<file path="src/rtl/lsu_pkg.sv">
// Shared types and constants for the load/store bus controller.
// Build option: LSU_MISALIGN_SPLIT_EN (consumed by lsu_bus_ctrl).
package lsu_pkg;

    typedef enum logic [1:0] {
        IDLE  = 2'd0,
        BEAT1 = 2'd1,
        BEAT2 = 2'd2,
        DONE  = 2'd3
    } lsu_state_e;

    typedef enum logic [1:0] {
        SZ_B = 2'd0,
        SZ_H = 2'd1,
        SZ_W = 2'd2
    } lsu_size_e;

    localparam logic [3:0] BMASK_B = 4'b0001;
    localparam logic [3:0] BMASK_H = 4'b0011;
    localparam logic [3:0] BMASK_W = 4'b1111;

    function automatic logic [3:0] base_mask(input lsu_size_e sz);
        case (sz)
            SZ_B:    return BMASK_B;
            SZ_H:    return BMASK_H;
            default: return BMASK_W;
        endcase
    endfunction

    // Byte-lane mask widened to a 32-bit bit mask.
    function automatic logic [31:0] lane_expand(input logic [3:0] m);
        return {{8{m[3]}}, {8{m[2]}}, {8{m[1]}}, {8{m[0]}}};
    endfunction

endpackage

</file>
<file path="src/rtl/lsu_ld_align.sv">
// Load-data alignment: shift the (up to two) read words down by the byte
// offset, truncate to the access size and sign- or zero-extend.
module lsu_ld_align
    import lsu_pkg::*;
(
    input  logic [63:0] i_data,
    input  logic [1:0]  i_off,
    input  lsu_size_e   i_size,
    input  logic        i_signed,
    output logic [31:0] o_data
);

    logic [31:0] shifted;

    assign shifted = 32'(i_data >> {i_off, 3'b000});

    always_comb begin
        case (i_size)
            SZ_B:    o_data = {{24{i_signed & shifted[7]}}, shifted[7:0]};
            SZ_H:    o_data = {{16{i_signed & shifted[15]}}, shifted[15:0]};
            default: o_data = shifted;
        endcase
    end

endmodule

</file>
<file path="src/rtl/lsu_bus_ctrl.sv">
// Memory-stage load/store engine driving a req/ack word bus.
// Build option: LSU_MISALIGN_SPLIT_EN splits word-crossing accesses into two beats.
module lsu_bus_ctrl
    import lsu_pkg::*;
(
    input  logic        i_clk,
    input  logic        i_rst_n,
    input  logic        i_lb_en,
    input  logic        i_lh_en,
    input  logic        i_lw_en,
    input  logic        i_lbu_en,
    input  logic        i_lhu_en,
    input  logic        i_sb_en,
    input  logic        i_sh_en,
    input  logic        i_sw_en,
    input  logic [31:0] i_addr,
    input  logic [31:0] i_st_data,
    output logic        o_stall,
    output logic        o_ld_valid,
    output logic [31:0] o_ld_data,
    output logic        o_misalign,
    output logic        o_bus_req,
    output logic        o_bus_we,
    output logic [31:0] o_bus_addr,
    output logic [31:0] o_bus_wdata,
    output logic [3:0]  o_bus_bmask,
    input  logic        i_bus_ack,
    input  logic [31:0] i_bus_rdata
);

`ifdef LSU_MISALIGN_SPLIT_EN
    localparam logic SPLIT_EN = 1'b1;
`else
    localparam logic SPLIT_EN = 1'b0;
`endif

    lsu_state_e  state_q, state_d;
    lsu_size_e   size_q, size_d;
    logic        signed_q, signed_d;
    logic        we_q, we_d;
    logic        misal_q, misal_d;
    logic [1:0]  off_q, off_d;
    logic [3:0]  mask_hi_q, mask_hi_d;
    logic [31:0] wdata_hi_q, wdata_hi_d;
    logic [31:0] rdata1_q, rdata1_d;
    logic [31:0] ld_data_q, ld_data_d;
    logic        bus_req_q, bus_req_d;
    logic        bus_we_q, bus_we_d;
    logic [31:0] bus_addr_q, bus_addr_d;
    logic [31:0] bus_wdata_q, bus_wdata_d;
    logic [3:0]  bus_bmask_q, bus_bmask_d;

    logic        any_st, any_ld, any_en;
    lsu_size_e   req_size;
    logic        req_signed;
    logic [1:0]  req_off;
    logic [7:0]  req_mask8;
    logic [63:0] req_wdata64;
    logic        req_cross;
    logic [63:0] align_in;
    logic [31:0] align_out;

    assign any_st  = i_sb_en | i_sh_en | i_sw_en;
    assign any_ld  = i_lb_en | i_lh_en | i_lw_en | i_lbu_en | i_lhu_en;
    assign any_en  = any_st | any_ld;
    assign req_off = i_addr[1:0];

    // Stores beat loads; wider beats narrower; signed beats unsigned.
    always_comb begin
        req_size   = SZ_B;
        req_signed = 1'b0;
        if (any_st) begin
            if (i_sw_en)      req_size = SZ_W;
            else if (i_sh_en) req_size = SZ_H;
        end else if (i_lw_en) begin
            req_size = SZ_W;
        end else if (i_lh_en | i_lhu_en) begin
            req_size   = SZ_H;
            req_signed = i_lh_en;
        end else begin
            req_signed = i_lb_en;
        end
    end

    assign req_mask8   = {4'b0000, base_mask(req_size)} << req_off;
    assign req_wdata64 = {32'h0, i_st_data & lane_expand(base_mask(req_size))}
                         << {req_off, 3'b000};
    assign req_cross   = |req_mask8[7:4];

    assign align_in = (state_q == BEAT2) ? {i_bus_rdata, rdata1_q} : {32'h0, i_bus_rdata};

    lsu_ld_align u_ld_align (
        .i_data   (align_in),
        .i_off    (off_q),
        .i_size   (size_q),
        .i_signed (signed_q),
        .o_data   (align_out)
    );

    always_comb begin
        // NOTE: every _d takes its _q value first so no path can infer a latch.
        state_d     = state_q;
        size_d      = size_q;
        signed_d    = signed_q;
        we_d        = we_q;
        misal_d     = misal_q;
        off_d       = off_q;
        mask_hi_d   = mask_hi_q;
        wdata_hi_d  = wdata_hi_q;
        rdata1_d    = rdata1_q;
        ld_data_d   = ld_data_q;
        bus_req_d   = bus_req_q;
        bus_we_d    = bus_we_q;
        bus_addr_d  = bus_addr_q;
        bus_wdata_d = bus_wdata_q;
        bus_bmask_d = bus_bmask_q;

        case (state_q)
            IDLE: begin
                if (any_en) begin
                    size_d     = req_size;
                    signed_d   = req_signed;
                    we_d       = any_st;
                    off_d      = req_off;
                    mask_hi_d  = req_mask8[7:4];
                    wdata_hi_d = req_wdata64[63:32];
                    rdata1_d   = 32'h0;
                    if (req_cross && !SPLIT_EN) begin
                        misal_d = 1'b1;
                        state_d = DONE;
                    end else begin
                        misal_d     = 1'b0;
                        state_d     = BEAT1;
                        bus_req_d   = 1'b1;
                        bus_we_d    = any_st;
                        bus_addr_d  = {i_addr[31:2], 2'b00};
                        bus_bmask_d = req_mask8[3:0];
                        bus_wdata_d = req_wdata64[31:0];
                    end
                end
            end
            BEAT1: begin
                if (i_bus_ack) begin
                    rdata1_d = i_bus_rdata;
                    if (|mask_hi_q) begin
                        state_d     = BEAT2;
                        bus_addr_d  = bus_addr_q + 32'd4;
                        bus_bmask_d = mask_hi_q;
                        bus_wdata_d = wdata_hi_q;
                    end else begin
                        state_d     = DONE;
                        bus_req_d   = 1'b0;
                        bus_we_d    = 1'b0;
                        bus_addr_d  = 32'h0;
                        bus_bmask_d = 4'h0;
                        bus_wdata_d = 32'h0;
                        if (!we_q) ld_data_d = align_out;
                    end
                end
            end
            BEAT2: begin
                if (i_bus_ack) begin
                    state_d     = DONE;
                    bus_req_d   = 1'b0;
                    bus_we_d    = 1'b0;
                    bus_addr_d  = 32'h0;
                    bus_bmask_d = 4'h0;
                    bus_wdata_d = 32'h0;
                    if (!we_q) ld_data_d = align_out;
                end
            end
            DONE: begin
                state_d = IDLE;
                misal_d = 1'b0;
            end
            default: state_d = IDLE;
        endcase
    end

    // NOTE: sequential state uses non-blocking assignments so all flops update together.
    always_ff @(posedge i_clk or negedge i_rst_n) begin
        if (!i_rst_n) begin
            state_q     <= IDLE;
            size_q      <= SZ_B;
            signed_q    <= 1'b0;
            we_q        <= 1'b0;
            misal_q     <= 1'b0;
            off_q       <= 2'b00;
            mask_hi_q   <= 4'h0;
            wdata_hi_q  <= 32'h0;
            rdata1_q    <= 32'h0;
            ld_data_q   <= 32'h0;
            bus_req_q   <= 1'b0;
            bus_we_q    <= 1'b0;
            bus_addr_q  <= 32'h0;
            bus_wdata_q <= 32'h0;
            bus_bmask_q <= 4'h0;
        end else begin
            state_q     <= state_d;
            size_q      <= size_d;
            signed_q    <= signed_d;
            we_q        <= we_d;
            misal_q     <= misal_d;
            off_q       <= off_d;
            mask_hi_q   <= mask_hi_d;
            wdata_hi_q  <= wdata_hi_d;
            rdata1_q    <= rdata1_d;
            ld_data_q   <= ld_data_d;
            bus_req_q   <= bus_req_d;
            bus_we_q    <= bus_we_d;
            bus_addr_q  <= bus_addr_d;
            bus_wdata_q <= bus_wdata_d;
            bus_bmask_q <= bus_bmask_d;
        end
    end

    // Stall drops in DONE so the pipeline advances exactly once per access.
    assign o_stall     = ((state_q == IDLE) && any_en) || (state_q == BEAT1) || (state_q == BEAT2);
    assign o_ld_valid  = (state_q == DONE) && !we_q && !misal_q;
    assign o_misalign  = (state_q == DONE) && misal_q;
    assign o_ld_data   = ld_data_q;
    assign o_bus_req   = bus_req_q;
    assign o_bus_we    = bus_we_q;
    assign o_bus_addr  = bus_addr_q;
    assign o_bus_wdata = bus_wdata_q;
    assign o_bus_bmask = bus_bmask_q;

endmodule
</file>
<file path="config.mk">
export PLATFORM = sky130hd
export DESIGN_NAME = lsu_bus_ctrl
export DESIGN_NICKNAME = d
export VERILOG_FILES = /design/src/rtl/lsu_pkg.sv /design/src/rtl/lsu_ld_align.sv /design/src/rtl/lsu_bus_ctrl.sv
export SDC_FILE = /design/constraint.sdc
export NUM_CORES = 1
export LEC_CHECK = 0
export ABC_AREA = 1
export CORE_ASPECT_RATIO = 1.75
export CORE_MARGIN = 8
export CORE_UTILIZATION = 44
export DETAILED_ROUTE_END_ITERATION = 8
export PLACE_DENSITY = 0.7
export SLEW_MARGIN = 40
export SYNTH_ARGS = -nofsm -noshare
export SYNTH_HDL_FRONTEND = slang
export SYNTH_HIERARCHICAL = 1
export SYNTH_SLANG_ARGS = --single-unit
</file>
<file path="constraint.sdc">
create_clock -name i_clk -period 6.6 [get_ports i_clk]
set_input_delay 1.32 -clock i_clk [delete_from_list [all_inputs] [get_ports i_clk]]
set_output_delay 1.32 -clock i_clk [all_outputs]
set_load 0.005 [all_outputs]
</file>
==> results of run 1 <==
## through the flow
step           util (%)  std cells
5_1_grt            55.7       2004
3_5_place_dp       53.2       1975
4_1_cts            55.6       2003
3_3_place_gp       53.2       1975
2_1_floorplan         -       1533
6_report           55.7       2004
## sequential cells by signal (all words and copies together), names as in the netlist
name and flops:
we_q 1, o_bus_wdata 32, o_bus_req 1, o_bus_we 1
misal_q 1, o_ld_data 32, size_q 2, rdata1_q 32
state_q 2, wdata_hi_q 24, o_bus_addr 30, signed_q 1
o_bus_bmask 4, off_q 2, mask_hi_q 3
## path summary, 6_finish.rpt
kind / from / end / cells past startpoint
setup / recovery: i_sh_en / o_stall / 8
hold / removal: o_bus_req / o_bus_req / 2
setup reg to reg: state_q[0] / o_bus_wdata[17] / 13
hold reg to reg: o_bus_req / o_bus_req / 2
max in group asynchronous: i_rst_n / o_bus_addr[20] / 2
min in group asynchronous: i_rst_n / rdata1_q[17] / 1
## layer usage
layer,up-vias,global-route usage (%)
met3,109,4.63
met4,0,16.3
li1,5167,-
met1,5023,27.2
met5,-,0
met2,410,43.5
## power by group
part	switching (mW)	leakage [nW]	internal (mW)	total, mW
clock	0.421	0.266	0.568	0.989
combinational	2.06	4.06	1.27	3.32
sequential	0.327	2.20	1.47	1.79
total	2.80	6.52	3.30	6.10
## area by class of cell
cell class	instances	area (µm²)	area share (%)
tap	308	385	2.90
clock inverter	8	101	0.764
multi-input combinational	1129	5360	40.4
timing repair buffer	223	2210	16.7
inverter	148	556	4.19
clock buffer	20	457	3.44
sequential	168	4200	31.7
## worst max-delay path: stages
cell and delay, ns:
clkdlybuf4s50_1 0.49, inv_1 0.10, nand3_4 0.12, nor2_4 0.06, nor2_4 0.52, inv_2 0.34, nand3_1 0.15, clkdlybuf4s50_1 0.52
==> results_dict.tcl, run 1 <==
set metrics [dict create \
    portBuffers 209 \
    fp-row-count 75 \
    power_leakage_nw 6.52 \
    top_layer_used "met4" \
    period_share_pct 75.1 \
    fin_ws_ns 1.64 \
    antenna_found_initial 0 \
    finalSetupTns_ns 0 \
    dr.pass1.iters 5 \
    place_area_um2 12700 \
    critPathKind "input port to output pin" \
    slew_violations 0 \
    max-vdd-ir-drop_v 0.000217 \
    cts_tree "done" \
    nets 1800 \
    die_h_um 221 \
    die_area_um2 29500 \
    arrival_ns 3.64 \
    met3WireLength_mm 2.06 \
    hold_buffers 0 \
    grt_pass1_wl_mm 58.2 \
    place_ws_ns 1.64 \
    worst_setup_path_end_kind "output pin" \
    grt_usage_pct 25.1 \
    cts_root_buffer "clkbuf_16" \
    cts.sinks 168 \
    dr.first_iter.drc_count 941 \
    ant_nets 0 \
    die_w_um 133 \
    finalPower_mw 6.10 \
    insertion_delay_ns 0.44 \
    final_cell_mix "nand2_1, clkdlybuf4s50_1, dfrtp_1, nand3_1, inv_1" \
    hp-class "flip-flop to flip-flop" \
    period_needed_ns 4.96 \
    start_util_pct 44.5 \
    vias 10700 \
    finalHoldViolCount 0 \
    grt_max_degree 67 \
    wl_met1_mm 13.6 \
    rsz0062_at_grt "no" \
    layout_commonest_cell "nand2_1" \
    crit_fanout 32 \
    setup_viol 0 \
    slew-limit-headroom_pct 45.6 \
    max_freq_ghz 0.202 \
    htree_levels 4 \
    coreArea_um2 23800 \
    routed_wl_mm 37.0 \
    antenna_cells 0 \
    wire_per_inst_um 18.5 \
    via_per_inst 5.34 \
    post-cts-setup-buffers 0 \
    num-fill-cells 2352 \
    syn_inst 1532 \
    first_global_vias 10700 \
    r2r_slack_ns 2.68 \
    yosysWarnings 6 \
    cap_violations 0 \
    met2_length_mm 19.0 \
    cts.repair.resized 0 \
    worst_pin_slew_ns 0.815 \
    finalClockSkew_ns 0.00689 \
    place_congestion 0.928 \
    hold_ws_ns 0.477 \
    status "finished clean" \
    final_cell_area_um2 13300 \
    area_delta_synth_final_pct 25.2 \
    path_clk_slew_ns 0.06 \
    cts-buffers-inserted 17 \
    clk_path_buf_depth 2 \
    io_pins 212 \
    dp_hpwl_mm 27.3 \
    syn_avg_cell_area_um2 6.92 \
    drc 0 \
    drive_gt1_share_pct 6.01 \
    start_kind "input port" \
    p_per_area_nw_per_um2 460 \
    grt-ovfl-total 0 \
    synth.cell_area_um2 10600 \
    cp.required_ns 5.28 \
]
No activity file was read; power rests on OpenSTA's default activity.
==> run 2: changes to the inputs <==
- clock period: 6.6 -> 4.75 ns (I/O delays scaled with it)
==> results_dict.tcl, run 2 (synthesized netlist as in run 1, its figures left out) <==
set metrics [dict create \
    dr.pass1.iters 5 \
    grt_pass1_wl_mm 58.6 \
    crit_fanout 19 \
    hold_path_depth 2 \
    slew_violations 0 \
    critical_path.cell_chain "clkdlybuf4s50_1 > nor2_4 > nand3_4 > nor2_4 > nor2_4 > inv_2 > nand3_1 > clkdlybuf4s50_1" \
    period_needed_ns 3.81 \
    finalClockSkew_ns 0.00821 \
    timing.rr.end "o_ld_data[18]" \
    clk_path_buf_depth 2 \
    antenna_cells 0 \
    max-vdd-ir-drop_v 0.000339 \
    finalPower_mw 8.55 \
    layout_commonest_cell "nand2_1" \
    final_cell_area_um2 13300 \
    ant_nets 0 \
    cpPeakStageDelay_ns 0.48 \
    critPathKind "input port to output pin" \
    grt_usage_pct 25.1 \
    nets 1803 \
    power_leakage_nw 6.55 \
    arrival_ns 2.86 \
    grt_max_degree 100 \
    hp-start "o_bus_wdata[22]" \
    cap_violations 0 \
    die_w_um 133 \
    coreArea_um2 23800 \
    status "finished clean" \
    period_share_pct 80.1 \
    grt-ovfl-total 0 \
    place_ws_ns 0.922 \
    cts_root_buffer "clkbuf_16" \
    cp.buffers_inverters 3 \
    htree_levels 4 \
    dr.first_iter.drc_count 940 \
    portBuffers 209 \
    via_per_inst 5.31 \
    cp_slowest_cell "clkdlybuf4s50_1" \
    finalHoldViolCount 0 \
    finalSetupTns_ns 0 \
    cts.repair.resized 0 \
    drive_gt1_share_pct 6.40 \
    finish.utilization_pct 55.9 \
    max_freq_ghz 0.263 \
    rr_worst_depth 11 \
    insertion_delay_ns 0.44 \
    cts.sinks 168 \
    r2r_slack_ns 1.68 \
    setup_viol 0 \
    rsz0062_at_grt "no" \
    cp.required_ns 3.80 \
    worstHoldEndpoint "o_bus_wdata[22]" \
    fin_ws_ns 0.944 \
    worst_pin_slew_ns 0.834 \
    slew-limit-headroom_pct 44.3 \
    first_global_vias 10800 \
    path_clk_slew_ns 0.07 \
    p_per_area_nw_per_um2 641 \
    start_util_pct 44.5 \
    wire_per_inst_um 18.4 \
    num-fill-cells 2375 \
    vias 10700 \
    antenna_found_initial 0 \
    die_h_um 221 \
    dp_hpwl_mm 27.4 \
    hold_buffers 0 \
    hp-class "flip-flop to flip-flop" \
    start_kind "input port" \
    routed_wl_mm 37.0 \
    place_congestion 0.949 \
    critPathMostFrequentCell "nor2_4" \
    worst_setup_path_end_kind "output pin" \
    cts-buffers-inserted 17 \
    die_area_um2 29500 \
    io_pins 212 \
    area_delta_synth_final_pct 25.7 \
    place_area_um2 12700 \
    cts_tree "done" \
    drc 0 \
    post-cts-setup-buffers 0 \
    final_cell_mix "nand2_1, clkdlybuf4s50_1, dfrtp_1, nand3_1, inv_1" \
    worstReg2RegStart "state_q[0]" \
    cp_top_family "buffers and inverters" \
    fp-row-count 75 \
]
run 2: how the worst max path moves through the flow:
stage,depth (start not counted),end,slack [ns],start
after floorplan,7,o_stall,1.87,i_sw_en
after global placement,8,o_stall,0.97,i_sw_en
after detailed placement,8,o_stall,0.92,i_sw_en
after CTS,8,o_stall,0.92,i_sw_en
after global routing,8,o_stall,0.83,i_sw_en
final,8,o_stall,0.94,i_sw_en
run 2: layout make-up:
| class | instances | area, µm² | share of cell area, % |
|---|---|---|---|
| Clock buffer | 20 | 467 | 3.50 |
| Inverter | 148 | 556 | 4.17 |
| Tap cell | 308 | 385 | 2.89 |
| Clock inverter | 12 | 118 | 0.883 |
| Sequential cell | 168 | 4200 | 31.5 |
| Timing Repair Buffer | 226 | 2250 | 16.9 |
| Multi-Input combinational cell | 1129 | 5350 | 40.2 |
run 2: report_power, final:
| part | leakage [nW] | switching (mW) | internal [mW] | total [mW] |
|---|---|---|---|---|
| registers | 2.20 | 0.443 | 2.04 | 2.48 |
| clock network | 0.276 | 0.619 | 0.770 | 1.39 |
| logic | 4.08 | 2.88 | 1.79 | 4.67 |
| total | 6.55 | 3.94 | 4.60 | 8.55 |
run 2: metal layers:
layer / vias up / track usage (%) / part of all wire (%)
met1: 4995 / 26.6 / 37
met2: 386 / 44.7 / 52
met3: 101 / 5.01 / 5.3
li1: 5191 / - / -
met4: 0 / 15.3 / 5.8
met5: - / 0 / 0
run 2: through the flow:
step / hold slack, ns / std cells
after detailed placement: 0.464 / 1979
after floorplan: 0.453 / 1533
after global placement: 0.457 / 1979
after global routing: 0.507 / 2011
after CTS: 0.485 / 2011
final: 0.484 / 2011
run 2: worst register-to-register path, stage by stage (launching register included):
cell and delay [ns]:
dfrtp_1 0.39, inv_1 0.10, ha_1 0.20, buf_4 0.23, inv_2 0.43, buf_4 0.40, o21ai_0 0.26, o21ai_0 0.37
nand2_1 0.09, nand3_1 0.12, nand3_2 0.09, mux2_2 0.28
==> run 3: changes to the inputs <==
- clock period: 4.75 -> 3.62 ns (I/O delays scaled with it)
==> results_dict.tcl, run 3 (synthesized netlist as in run 1, its figures left out) <==
set metrics [dict create \
    insertion_delay_ns 0.45 \
    grt-ovfl-total 0 \
    drive_gt1_share_pct 6.89 \
    cts.repair.resized 0 \
    ant_nets 0 \
    met3WireLength_mm 2.19 \
    via_per_inst 5.34 \
    nets 1813 \
    place_ws_ns 0.616 \
    cp.required_ns 2.90 \
    layout_commonest_cell "nand2_1" \
    wire_per_inst_um 18.7 \
    cp_slowest_cell "clkdlybuf4s50_1" \
    r2r_slack_ns 0.61 \
    slew_violations 0 \
    finalHoldViolCount 0 \
    worst_setup_path_end_kind "output pin" \
    cap_violations 0 \
    status "finished clean" \
    crit_fanout 25 \
    die_h_um 221 \
    drc 0 \
    slew-limit-headroom_pct 48.5 \
    cp.buffers_inverters 5 \
    max_freq_ghz 0.329 \
    first_global_vias 11000 \
    start_kind "flip-flop" \
    period_needed_ns 3.04 \
    met2_length_mm 19.4 \
    die_area_um2 29500 \
    rr_worst_depth 11 \
    grt_max_degree 65 \
    cp_top_family "buffers and inverters" \
    cpPeakStageDelay_ns 0.50 \
    coreArea_um2 23800 \
    start_util_pct 44.5 \
    grt_usage_pct 25.7 \
    critPathKind "flip-flop to output pin" \
    hold_buffers 0 \
    dp_hpwl_mm 28.2 \
    antenna_cells 0 \
    clk_path_buf_depth 2 \
    timing.rr.end "o_ld_data[16]" \
    finalSetupTns_ns 0 \
    p_per_area_nw_per_um2 843 \
    cts-buffers-inserted 17 \
    top_layer_used "met4" \
    final_cell_mix "nand2_1, clkdlybuf4s50_1, dfrtp_1, nand3_1, inv_1" \
    place_congestion 0.928 \
    die_w_um 133 \
    dr.first_iter.drc_count 691 \
    rsz0062_at_grt "no" \
    worst_pin_slew_ns 0.772 \
    routed_wl_mm 37.8 \
    post-cts-setup-buffers 0 \
    dr.pass1.iters 6 \
    max-vdd-ir-drop_v 0.000367 \
    hp-class "input port to async pin" \
    io_pins 212 \
    setup_viol 0 \
    arrival_ns 2.31 \
    power_leakage_nw 6.58 \
    area_delta_synth_final_pct 26.1 \
    critical_path.cell_chain "inv_1 > ha_1 > buf_4 > inv_1 > buf_4 > nand3_1 > clkdlybuf4s50_1" \
    path_clk_slew_ns 0.07 \
    fin_ws_ns 0.582 \
    cts_tree "done" \
    cts.sinks 168 \
    period_share_pct 83.9 \
    portBuffers 209 \
    grt_pass1_wl_mm 59.8 \
    htree_levels 4 \
    vias 10800 \
    fp-row-count 75 \
    antenna_found_initial 0 \
    finalClockSkew_ns 0.00942 \
    wl_met1_mm 13.9 \
    worstReg2RegStart "state_q[0]" \
    cts_root_buffer "clkbuf_16" \
]
## run 3: changes by cell type in the layout (fill, tap and decap cells not counted)
| cell | change |
|---|---|
| clkinvlp_4 | +1 |
| inv_1 | +1 |
| clkinv_4 | +1 |
| bufinv_16 | -1 |
| buf_4 | +10 |
| inv_6 | +2 |
| inv_2 | -1 |
| clkbuf_8 | -2 |
| clkinv_2 | -1 |
## run 3: worst max-delay path by stage
stage / start / to / slack [ns] / cells past startpoint
4_1_cts: state_q[0] / o_stall / 0.54 / 7
3_3_place_gp: i_sw_en / o_stall / 0.63 / 8
5_1_grt: state_q[0] / o_ld_data[16] / 0.34 / 11
3_5_place_dp: state_q[0] / o_ld_data[16] / 0.62 / 11
6_report: state_q[0] / o_stall / 0.58 / 7
2_1_floorplan: state_q[0] / o_ld_data[24] / 1.15 / 13
## run 3: power breakdown
group / leakage (nW) / total [mW] / switching [mW] / internal [mW]
registers: 2.20 / 3.26 / 0.586 / 2.68
clock network: 0.257 / 1.76 / 0.852 / 0.910
logic: 4.12 / 6.24 / 3.82 / 2.42
## run 3: cell type report
class | count | area (µm²)
clock buffers | 18 | 439
clock inverters | 14 | 116
fillers | 2332 | 10500
inverters | 148 | 556
multi-input cells | 1129 | 5350
flip-flops and latches | 168 | 4200
well taps | 308 | 385
repair buffers | 236 | 2320
## run 3: per-stage QoR
step / total power [mW] / utilization, % / area [µm²] / std cells / hold WS, ns
floorplan: 7.15 / - / 10600 / 1533 / 0.428
global placement: 9.42 / 53.8 / 12800 / 1989 / 0.458
detailed placement: 9.53 / 53.8 / 12800 / 1989 / 0.466
CTS: 11.3 / 56.1 / 13400 / 2021 / 0.244
global route: 12.1 / 56.1 / 13400 / 2021 / 0.268
finish: 11.3 / 56.1 / 13400 / 2021 / 0.237
## run 3: metal layers
layer / global-route usage (%) / vias to the layer above
li1: - / 5210
met1: 27.2 / 5072
met2: 44.9 / 397
met3: 5.44 / 104
met4: 16.8 / 0
met5: 0 / -
